$ cat config.mk
export PLATFORM = sky130hd
export DESIGN_NAME = sdram_pro_burst_sched
export DESIGN_NICKNAME = d
export VERILOG_FILES = /design/src/rtl/sdram_pro_burst_sched.sv
export SDC_FILE = /design/constraint.sdc
export NUM_CORES = 1
export LEC_CHECK = 0
export CAP_MARGIN = 30
export CORE_MARGIN = 3
export CORE_UTILIZATION = 50
export CTS_BUF_LIST = sky130_fd_sc_hd__clkbuf_16
export CTS_CLUSTER_DIAMETER = 80
export DETAILED_ROUTE_END_ITERATION = 10
export PLACE_DENSITY = 0.88
export RECOVER_POWER = 25
export REMOVE_ABC_BUFFERS = 1
export SLEW_MARGIN = 20
export SYNTH_ARGS = -nofsm -noshare
export SYNTH_HDL_FRONTEND = slang
export SYNTH_SLANG_ARGS = --single-unit
$ cat constraint.sdc
create_clock -name sys_clk -period 4.8 [get_ports sys_clk]
set_input_delay 0.72 -clock sys_clk [delete_from_list [all_inputs] [get_ports sys_clk]]
set_output_delay 0.72 -clock sys_clk [all_outputs]
set_load 0.02 [all_outputs]
$ cat src/rtl/sdram_pro_burst_sched.sv
// sdram_pro_burst_sched: picks write/read SDRAM bursts from FIFO levels and keeps
// the SDRAM region as a burst-granular ring buffer with one burst in flight.
module sdram_pro_burst_sched #(
    parameter int          BURST_LEN   = 256,
    parameter logic [22:0] BASE_ADDR   = 23'd0,
    parameter int          BUF_BURSTS  = 16,
    parameter int          RFIFO_DEPTH = 1024
) (
    input  logic        sys_clk,
    input  logic        sys_rst,
    input  logic        init_end,
    input  logic        rd_enable,
    input  logic [9:0]  wfifo_rd_cnt,
    input  logic [10:0] rfifo_wr_cnt,
    output logic        sdram_wr_req,
    output logic [22:0] sdram_wr_addr,
    output logic [9:0]  WR_BURST_LEN,
    input  logic        sdram_wr_ack,
    output logic        sdram_rd_req,
    output logic [22:0] sdram_rd_addr,
    output logic [9:0]  RD_BURST_LEN,
    input  logic        sdram_rd_ack,
    output logic [7:0]  buf_level,
    output logic        wr_burst_done,
    output logic        rd_burst_done,
    output logic        busy
);
    typedef enum logic [1:0] {IDLE, WR_RUN, RD_RUN, GAP} state_t;

    localparam logic [9:0]  BL        = 10'(BURST_LEN);
    localparam logic [7:0]  NB        = 8'(BUF_BURSTS);
    localparam logic [10:0] RD_LIMIT  = 11'(RFIFO_DEPTH - BURST_LEN);
    localparam logic [22:0] STEP      = 23'(BURST_LEN);
    localparam logic [22:0] LAST_SLOT = BASE_ADDR + 23'((BUF_BURSTS - 1) * BURST_LEN);

    state_t      state_q, state_d;
    logic [9:0]  cnt_q, cnt_d;
    logic [22:0] wr_ptr_q, wr_ptr_d, rd_ptr_q, rd_ptr_d;
    logic [7:0]  level_q, level_d;
    logic        wr_req_q, wr_req_d, rd_req_q, rd_req_d;
    logic        wr_done_q, wr_done_d, rd_done_q, rd_done_d;
    logic        last_wr_q, last_wr_d;
    logic        wr_ok, rd_ok;

    function automatic logic [22:0] next_ptr(input logic [22:0] p);
        return (p == LAST_SLOT) ? BASE_ADDR : p + STEP;
    endfunction

    assign wr_ok = init_end && wfifo_rd_cnt >= BL && level_q < NB;
    assign rd_ok = init_end && rd_enable && level_q != 8'd0 && rfifo_wr_cnt <= RD_LIMIT;

    always_comb begin
        state_d   = state_q;
        cnt_d     = cnt_q;
        wr_ptr_d  = wr_ptr_q;
        rd_ptr_d  = rd_ptr_q;
        level_d   = level_q;
        wr_req_d  = wr_req_q;
        rd_req_d  = rd_req_q;
        wr_done_d = 1'b0;
        rd_done_d = 1'b0;
        last_wr_d = last_wr_q;
        case (state_q)
            IDLE: begin
                // round-robin on ties: the side not served last wins
                if (wr_ok && (!rd_ok || !last_wr_q)) begin
                    state_d  = WR_RUN;
                    wr_req_d = 1'b1;
                end else if (rd_ok) begin
                    state_d  = RD_RUN;
                    rd_req_d = 1'b1;
                end
            end
            WR_RUN: if (sdram_wr_ack) begin
                wr_req_d = 1'b0;
                cnt_d    = cnt_q + 10'd1;
                if (cnt_q == BL - 10'd1) begin
                    wr_ptr_d  = next_ptr(wr_ptr_q);
                    level_d   = level_q + 8'd1;
                    wr_done_d = 1'b1;
                    last_wr_d = 1'b1;
                    state_d   = GAP;
                end
            end
            RD_RUN: if (sdram_rd_ack) begin
                rd_req_d = 1'b0;
                cnt_d    = cnt_q + 10'd1;
                if (cnt_q == BL - 10'd1) begin
                    rd_ptr_d  = next_ptr(rd_ptr_q);
                    level_d   = level_q - 8'd1;
                    rd_done_d = 1'b1;
                    last_wr_d = 1'b0;
                    state_d   = GAP;
                end
            end
            GAP: begin
                cnt_d   = 10'd0;
                state_d = IDLE;
            end
        endcase
    end

    always_ff @(posedge sys_clk or posedge sys_rst) begin
        if (sys_rst) begin
            state_q   <= IDLE;
            cnt_q     <= 10'd0;
            wr_ptr_q  <= BASE_ADDR;
            rd_ptr_q  <= BASE_ADDR;
            level_q   <= 8'd0;
            wr_req_q  <= 1'b0;
            rd_req_q  <= 1'b0;
            wr_done_q <= 1'b0;
            rd_done_q <= 1'b0;
            last_wr_q <= 1'b0;
        end else begin
            state_q   <= state_d;
            cnt_q     <= cnt_d;
            wr_ptr_q  <= wr_ptr_d;
            rd_ptr_q  <= rd_ptr_d;
            level_q   <= level_d;
            wr_req_q  <= wr_req_d;
            rd_req_q  <= rd_req_d;
            wr_done_q <= wr_done_d;
            rd_done_q <= rd_done_d;
            last_wr_q <= last_wr_d;
        end
    end

    assign sdram_wr_req  = wr_req_q;
    assign sdram_rd_req  = rd_req_q;
    assign sdram_wr_addr = wr_ptr_q;
    assign sdram_rd_addr = rd_ptr_q;
    assign WR_BURST_LEN  = BL;
    assign RD_BURST_LEN  = BL;
    assign buf_level     = level_q;
    assign wr_burst_done = wr_done_q;
    assign rd_burst_done = rd_done_q;
    assign busy          = state_q != IDLE;

    // a write may only start with room in the ring, a read only with data in it
    a_no_overflow: assert property (@(posedge sys_clk) disable iff (sys_rst)
        state_q == WR_RUN |-> level_q < NB);
    a_no_underflow: assert property (@(posedge sys_clk) disable iff (sys_rst)
        state_q == RD_RUN |-> level_q != 8'd0);
endmodule
==> qor.csv <==
metric,value,unit
fin_crit_sh,0.565,
core_area,6390,µm²
rsz_0062_raised_after_global_routing,no,
fin_worst_hold_slack,0.516,ns
detail_route.first_pass.iterations,4,
power_frac_seq,0.355,
drc,0,
clock_tree.root_cell,sky130_fd_sc_hd__clkbuf_16,
netlist-cell-type-count,52,
area_delta_synth_final,22.8,%
insertedDiodeCount,0,
grt_antenna_before_repair,0,
worst_setup_hold_path_clk_slew,0.07,ns
internal,1.01,mW
power-per-cell-area,377,nW/µm²
max-cap-violations,0,
max_clock_freq,369,MHz
dieWidth,87.4,µm
run_status,"finished, final reports clean",
clock_power_share,0.301,
timing.critical_path.to_type,flop,
cts_hold_repair.buffers,0,
synth_top_area_share,0.416,
initial_core_utilization,0.518,
worst_r2r_setup_slack,2.09,ns
detailedPlacementHpwl,4980,µm
p_sw,0.526,mW
numPortBuffers,61,
final_cell_area,4060,µm²
syn-instance-count,357,
power.combinational.fraction,0.344,
grt_max_degree,56,
critical_path.startpoint,state_q[0],
timing_max_transition_violations_final,0,
design.portCount,106,
globalRouteOverflowTotal,0,
number_of_placement_rows,29,
yosys-top-cells-area,"sky130_fd_sc_hd__dfrtp_1, sky130_fd_sc_hd__buf_4, sky130_fd_sc_hd__ha_1",
layout-drive-gt1-share,0.0496,
cts.sink_count,55,
cts_resized,0,
postSynthRegisterBits,55,
slew-limit-headroom,0.542,
vias,2752,
postSynth.topFlopCell,sky130_fd_sc_hd__dfrtp_1,
power.switching_fraction,0.344,
critPathMaxFanout,14,
hold_start,sdram_rd_addr[22],
final.min_clock_period,2.71,ns
drtAntennaViolNets,0,
max_slew.worst_pin.slew,0.687,ns
rr_startpoint,state_q[0],
num-nets-final,464,
timing.setup.critical_path_class,flop to flop,
synth_area_leader_cell,sky130_fd_sc_hd__dfrtp_1,
clock_insertion_delay_worst_skew,0.29,ns
tritoncts,yes,
synthesis.area_per_instance,9.27,µm²
post_cts_buffers,0,
clockBufferDepth,2,
placed_area,3870,µm²
synth_enable_flop_cells,0,
yosysMostFrequentCell,sky130_fd_sc_hd__dfrtp_1,
tritoncts.num_buffers,5,
hold_violations,0,
synth_warnings,0,
setup_tns,0,ns
drt-initial-drc-count,167,
worst-endpoint-required,4.97,ns
worst_hold_path_type,flop to flop,
p_leak,1.79,nW
async_flop_share,1.00,
gr-usage-all-layers,0.189,
grt_pass1_wl,11700,µm
worst_ir_drop_vdd,0.000261,V
floorplan.die_area,7630,µm²
critPathLaunchType,flop,
worst_endpoint_data_arrival_time,2.89,ns
grt_pass1_vias,2699,
seq_area_frac_synth,0.416,
setup_viol_count_final,0,
routed_wl,6860,µm
fin_util,0.636,
wire_per_inst,13.7,µm
synthTopCellsByCount,"sky130_fd_sc_hd__dfrtp_1, sky130_fd_sc_hd__nand2_1, sky130_fd_sc_hd__buf_4",
h-tree-depth,2,
via_per_inst,5.50,
mappedNetlistArea,3310,µm²
die_y,87.4,µm
finClkSkew,0.00874,ns
gp_congestion,0.824,
path summary, 6_finish.rpt:
kind / end / cells past startpoint
min in group asynchronous: cnt_q[9] / 3
min reg2reg: sdram_rd_addr[22] / 1
max: buf_level[6] / 9
min: sdram_rd_addr[22] / 1
max reg2reg: buf_level[6] / 9
max in group asynchronous: cnt_q[3] / 3
power by group through the flow:
stage,sequential (mW),clock (mW),combinational [mW]
2_1_floorplan,0.557,0,0.365
6_report,0.544,0.461,0.527
3_5_place_dp,0.551,0,0.519
3_3_place_gp,0.549,0,0.487
4_1_cts,0.543,0.466,0.528
5_1_grt,0.552,0.483,0.587
layout by cell type, fill, tap and decap left out, types with 9 or more instances in the layout:
cell type and n:
sky130_fd_sc_hd__nor4_1 9, sky130_fd_sc_hd__clkdlybuf4s50_1 60, sky130_fd_sc_hd__nand2_1 38, sky130_fd_sc_hd__nor2_1 20, sky130_fd_sc_hd__conb_1 36, sky130_fd_sc_hd__dfrtp_1 55
sky130_fd_sc_hd__xnor2_1 19, sky130_fd_sc_hd__ha_1 14, sky130_fd_sc_hd__inv_1 19, sky130_fd_sc_hd__o21ai_0 27, sky130_fd_sc_hd__nand3_1 20
flip-flops by register name, summed over array words and instances (netlist names):
name,cells
buf_level,8
rd_burst_done,1
sdram_rd_addr,15
sdram_rd_req,1
sdram_wr_req,1
state_q,2
cnt_q,10
sdram_wr_addr,15
last_wr_q,1
wr_burst_done,1
critical path, cell delays in order, from the launching register on:
cell and delay, ns:
sky130_fd_sc_hd__dfrtp_1 0.40, sky130_fd_sc_hd__inv_1 0.15, sky130_fd_sc_hd__ha_1 0.50, sky130_fd_sc_hd__inv_1 0.21
sky130_fd_sc_hd__fa_1 0.44, sky130_fd_sc_hd__nor2b_1 0.17, sky130_fd_sc_hd__o31a_1 0.18, sky130_fd_sc_hd__o21ai_0 0.13
sky130_fd_sc_hd__nor4b_2 0.19, sky130_fd_sc_hd__a211o_1 0.24
routing by layer:
layer	GRT usage	wire, µm	vias up
met3	0.0492	473	9
met5	0	0	-
met4	0.0628	80	0
met2	0.326	3400	97
li1	-	-	1320
met1	0.228	2910	1326
final cells by class:
type | count | area, µm²
Fill cell | 502 | 2320
Multi-Input combinational cell | 276 | 1690
Sequential cell | 55 | 1380
Timing Repair Buffer | 65 | 638
Clock buffer | 5 | 125
Tap cell | 77 | 96.3
Inverter | 19 | 71.3
Clock inverter | 3 | 63.8
through the flow:
step	std cells	setup slack, ns	power, mW
finish	500	2.09	1.53
global route	500	1.91	1.62
CTS	499	2.08	1.54
detailed placement	491	1.94	1.07
global placement	490	1.96	1.04
floorplan	350	2.09	0.922
logic make-up (layout without fill, tap and decap cells):
group                    count (synthesis)  in the layout  share of synthesized area
AND/OR/NAND/NOR                        130            130                      0.208
XOR/XNOR                                26             26                     0.0688
flip-flops                              55             55                      0.416
buffers and inverters                   60             92                      0.112
other                                    2             36                    0.00227
adder cells (fa/ha/maj)                 15             15                     0.0590
multiplexers                             6              6                     0.0189
AO/OA/AOI/OAI                           63             63                      0.116
No activity file was read; power rests on OpenSTA's default activity.
